==> src/rtl/dmux_4way_pkg.sv <==
// Shared channel-select constants for the 4-way demultiplexer.
package dmux_4way_pkg;

    typedef enum logic [1:0] {
        SEL_A = 2'b00,
        SEL_B = 2'b01,
        SEL_C = 2'b10,
        SEL_D = 2'b11
    } sel_t;

    localparam int unsigned NUM_CH = 4;

endpackage

==> src/rtl/dmux_4way_core.sv <==
// Combinational 1-to-4 routing: the selected output follows in, all others are zero.
module dmux_4way_core
    import dmux_4way_pkg::*;
#(
    parameter int unsigned WIDTH = 1
) (
    input  logic [WIDTH-1:0] in,
    input  logic [1:0]       sel,
    output logic [WIDTH-1:0] a,
    output logic [WIDTH-1:0] b,
    output logic [WIDTH-1:0] c,
    output logic [WIDTH-1:0] d
);

    always_comb begin
        a = '0;
        b = '0;
        c = '0;
        d = '0;
        unique case (sel_t'(sel))
            SEL_A: a = in;
            SEL_B: b = in;
            SEL_C: c = in;
            SEL_D: d = in;
        endcase
    end

endmodule

==> src/rtl/dmux_4way.sv <==
// 4-way demux with registered copies of each output and, when DMUX_4WAY_STATS_EN
// is defined, saturating per-channel activity counters.
module dmux_4way
    import dmux_4way_pkg::*;
#(
    parameter int unsigned WIDTH = 1,
    parameter int unsigned CNT_W = 8
) (
    input  logic             clk,
    input  logic             reset,
    input  logic [WIDTH-1:0] in,
    input  logic [1:0]       sel,
    output logic [WIDTH-1:0] a,
    output logic [WIDTH-1:0] b,
    output logic [WIDTH-1:0] c,
    output logic [WIDTH-1:0] d,
    output logic [WIDTH-1:0] a_q,
    output logic [WIDTH-1:0] b_q,
    output logic [WIDTH-1:0] c_q,
    output logic [WIDTH-1:0] d_q
`ifdef DMUX_4WAY_STATS_EN
    ,
    output logic [CNT_W-1:0] cnt_a,
    output logic [CNT_W-1:0] cnt_b,
    output logic [CNT_W-1:0] cnt_c,
    output logic [CNT_W-1:0] cnt_d
`endif
);

    dmux_4way_core #(
        .WIDTH(WIDTH)
    ) u_core (
        .in (in),
        .sel(sel),
        .a  (a),
        .b  (b),
        .c  (c),
        .d  (d)
    );

    always_ff @(posedge clk) begin
        if (reset) begin
            a_q <= '0;
            b_q <= '0;
            c_q <= '0;
            d_q <= '0;
        end else begin
            a_q <= a;
            b_q <= b;
            c_q <= c;
            d_q <= d;
        end
    end

`ifdef DMUX_4WAY_STATS_EN
    logic [CNT_W-1:0] cnt [NUM_CH];

    // Only the selected channel can count, so at most one counter moves per cycle.
    always_ff @(posedge clk) begin
        if (reset) begin
            for (int unsigned i = 0; i < NUM_CH; i++) begin
                cnt[i] <= '0;
            end
        end else if ((in != '0) && (cnt[sel] != '1)) begin
            cnt[sel] <= cnt[sel] + CNT_W'(1);
        end
    end

    assign cnt_a = cnt[SEL_A];
    assign cnt_b = cnt[SEL_B];
    assign cnt_c = cnt[SEL_C];
    assign cnt_d = cnt[SEL_D];
`endif

endmodule

==> config.mk <==
export PLATFORM = sky130hd
export DESIGN_NAME = dmux_4way
export DESIGN_NICKNAME = d
export VERILOG_FILES = /design/src/rtl/dmux_4way_pkg.sv /design/src/rtl/dmux_4way_core.sv /design/src/rtl/dmux_4way.sv
export SDC_FILE = /design/constraint.sdc
export NUM_CORES = 1
export LEC_CHECK = 0
export BUFFER_PORTS_ARGS = -buffer_cell sky130_fd_sc_hd__buf_2
export CAP_MARGIN = 15
export CORE_AREA = 2 2 39 41
export DETAILED_ROUTE_END_ITERATION = 16
export DIE_AREA = 0 0 41 43
export PLACE_DENSITY_LB_ADDON = 0.25
export SYNTH_ARGS = -nofsm -noshare
export SYNTH_HDL_FRONTEND = slang
export SYNTH_SLANG_ARGS = --single-unit
==> constraint.sdc <==
create_clock -name clk -period 0.92 [get_ports clk]
set_input_delay 0.184 -clock clk [delete_from_list [all_inputs] [get_ports clk]]
set_output_delay 0.184 -clock clk [all_outputs]
set_load 0.02 [all_outputs]
After elaboration in Yosys (flattened, before gate mapping) --
Index checks and enable logic that the tools add are counted.
Storage, ports and cells: output and inout port bits 8, input bits 5, word-level logic and storage cells 12, flip-flop bits (word level) 4
Operators by class: equal/unequal tests 3, reduce and logical (&&, ||, !) cells 1, multiplexer cells 4
Operator list (count):
- $eq A2 B2 Y1 const B | 2
- $mux W1 | 4
- $eq A2 B1 Y1 const B | 1
- $logic_not A2 Y1 | 1

Depth between registers and ports, before layout --
word-level depth 2, mapped depth 1, mapped depth without buffers 1

Modules after synthesis --
A second synthesis with hierarchy kept.
Second synthesis, totals: cell total of the unflattened synthesis 12, area, all modules 142.6 um2
By module, submodules not included:
- dmux_4way | cells an instance 8, instances 1, area an instance 105.1 um2, sequential area each 80.1 um2
- dmux_4way_core | cells an instance 4, instances 1, area an instance 37.5 um2, sequential area each 0.0 um2

Worst setup path before layout --
OpenSTA, ideal clock, no wires.
path type input port to output port, from input port sel[0], to output port a, data arrival time 711 ps, required time 736 ps, stages 1, setup slack 25 ps, buffers on the path 0, cell sequence nor3b_1
Between the ends: longest elaborated chain between the ends 2
Ends and longest elaborated chain:
- start: declaration | line dmux_4way.sv:12 | input logic [1:0] sel,
- $logic_not A2 Y1 | line dmux_4way_core.sv:20 | unique case (sel_t'(sel))
- $mux W1 | line dmux_4way_core.sv:20
- end: declaration | line dmux_4way.sv:13 | output logic [WIDTH-1:0] a,
Every way passes these cells.

Worst setup path in the final report --
from input port sel[0], to output port c
Between the ends: longest elaborated chain between the ends 2
Ends and longest elaborated chain:
- $eq A2 B2 Y1 | line dmux_4way_core.sv:20
- $mux W1 | line dmux_4way_core.sv:20
- end: declaration | line dmux_4way.sv:15 | output logic [WIDTH-1:0] c,
Every way passes these cells.

==> impl_metrics.py <==
metrics = {
    "clock_tree": {
        "clkTransAtPathRegs_ns": 0.04,
        "cts_htree_levels": 1,
        "cts_tree": "done",
        "post_cts_buffers": 0,
        "clock-sinks": 4,
        "cts_buffer_depth": 2,
        "cts_hold_buf": 0,
        "cts-root-buf": "clkbuf_4",
        "numCtsBuffers": 3,
        "post_cts_resized": 0,
    },
    "power_and_ir_drop": {
        "ir_drop_uv": 297,
        "power_density_nw_per_um2": 1700,
        "clkPwrFrac": 0.472,
        "p_int_mw": 0.351,
        "p_leak_nw": 0.140,
        "p_sw_mw": 0.105,
        "power_mw": 0.455,
        "switching_share": 0.230,
        "seqPwrFrac": 0.395,
        "p_comb_frac": 0.133,
    },
    "logic_synthesis": {
        "synth_nets": 17,
        "syn_avg_cell_area_sq_um": 13.8,
        "yosysWarnings": 0,
        "ys_ff_latch": 4,
        "syn_area_sq_um": 165,
        "seq_area_frac_synth": 0.485,
        "ys_types": 7,
        "synth_area_leaders": "dfxtp_1, and4bb_2, and3b_2",
        "synthCells": 12,
        "synth_top_area_frac": 0.485,
        "synth_largest_area_cell": "dfxtp_1",
    },
    "worst_setup_path": {
        "crit_required_ns": 0.74,
        "cp_common_cell": "buf_2",
        "path_cells": "buf_2, and3b_2, buf_2",
        "end_kind": "primary output",
        "crit_path_start_kind": "primary input",
        "crit_path_top_delay_cell": "and3b_2",
        "critical_path_class": "in2out",
        "crit_arrival_ns": 0.71,
        "crit_fanout": 8,
        "max_stage_delay_ns": 0.23,
    },
    "routing": {
        "antenna_left": 0,
        "avgViaCountPerCell": 3.77,
        "drt-initial-drc-count": 0,
        "avgRoutedWirePerCell_um": 9.28,
        "drc": 0,
        "vias": 162,
        "wirelength_um": 399,
        "top_layer": "met4",
        "met3_length_um": 69,
        "dr.pass1.iters": 1,
        "wl_met2_um": 143,
        "met1_length_um": 170,
    },
    "floorplan": {
        "die_area_sq_um": 1760,
        "ios": 13,
        "fp.coreArea_sq_um": 1380,
        "die_w_um": 41,
        "initial_core_util": 0.119,
        "fp.dieH_um": 43,
        "rows": 14,
    },
    "finish": {
        "final_nets": 34,
        "n_antenna_cell": 0,
        "drive_gt1_frac": 0.778,
        "final_area_sq_um": 268,
        "syn2layout_area_growth_pct": 62.1,
    },
    "worst_hold_path": {
        "hp-class": "in2reg",
        "holdPathStages": 2,
    },
    "global_routing": {
        "grt_pass1_vias": 126,
        "antenna_found_initial": 0,
        "grt_max_degree": 9,
        "grt_usage": 0.0542,
        "grt.overflow.total": 0,
        "grt_pass1_wl_um": 531,
    },
    "sta": {
        "rsz0062_at_grt": "no",
        "fin_crit_sh": 0.968,
        "period_minus_slack_ns": 0.891,
        "hold_viol": 0,
        "relSlewSlack": 0.854,
        "fin_setup_tns_ns": 0,
        "fmax_mhz": 1120,
        "slew_viol_final": 0,
        "setup_violations": 0,
        "tightest_slew_ns": 0.219,
    },
    "job": {
        "maxCapViolCount": 0,
    },
    "place": {
        "io_buffers": 12,
        "placed_area_sq_um": 245,
        "gp_congestion": 0.646,
    },
    "outcome": {
        "status": "finished, final reports clean",
    },
}
[layout make-up]
type	count	area [sq um]
Clock buffer	3	22.5
Fill cell	153	1120
Multi-Input combinational cell	8	85.1
Sequential cell	4	80.1
Tap cell	16	20.0
Timing Repair Buffer	12	60.1
[worst max-delay path: cells and delay by family]
kind          cells  cell delay, ns
simple gates      1            0.23
buf+inv           2            0.30
[power by group through the flow]
stage / sequential (mW) / combinational [mW] / clock [mW]
2_1_floorplan: 0.189 / 0.0239 / 0
3_5_place_dp: 0.183 / 0.0608 / 0
4_1_cts: 0.180 / 0.0609 / 0.227
5_1_grt: 0.180 / 0.0657 / 0.236
6_report: 0.180 / 0.0607 / 0.215
3_3_place_gp: 0.183 / 0.0583 / 0
[path summary, 6_finish.rpt]
kind | from | to | slack (ns)
hold / removal | reset | a_q | 0.16
setup / recovery | sel[0] | c | 0.03
[flip-flops by register name, indices dropped and copies added, names as in the netlist]
signal / cells
c_q: 1
a_q: 1
d_q: 1
b_q: 1
[placed cells by master, fill, tap and decap left out, drive strengths merged]
cell type,Yosys,final
and3,1,1
and4bb,2,2
clkbuf,0,3
and4b,1,1
dfxtp,4,4
nor3b,1,1
buf,0,12
nor4b,1,1
and3b,2,2
[synth_stat cells (all sizes together)]
| cell | number |
|---|---|
| and3b | 2 |
| and3 | 1 |
| and4b | 1 |
| nor3b | 1 |
| nor4b | 1 |
| dfxtp | 4 |
| and4bb | 2 |
[kinds of logic (layout without fill, tap and decap cells)]
logic type	count (synthesis)	in the layout	synth area share
and+or+nand+nor	8	8	0.515
buffers and inverters	0	15	0
DFF	4	4	0.485
[routing by layer]
layer | vias to the layer above | GRT usage
li1 | 78 | -
met1 | 67 | 0.0673
met2 | 15 | 0.0438
met3 | 2 | 0.0209
met4 | 0 | 0.100
met5 | - | 0
[metrics by stage]
stage          hold WS (ns)  setup slack (ns)  utilization  cells
6_report              0.161            0.0294        0.193     43
3_3_place_gp          0.389            0.0472        0.177     40
4_1_cts               0.148            0.0227        0.193     43
2_1_floorplan         0.255            0.0251            -     12
3_5_place_dp          0.394            0.0250        0.177     40
5_1_grt               0.165           0.00347        0.193     43
Power figures use the tool's default switching activity.
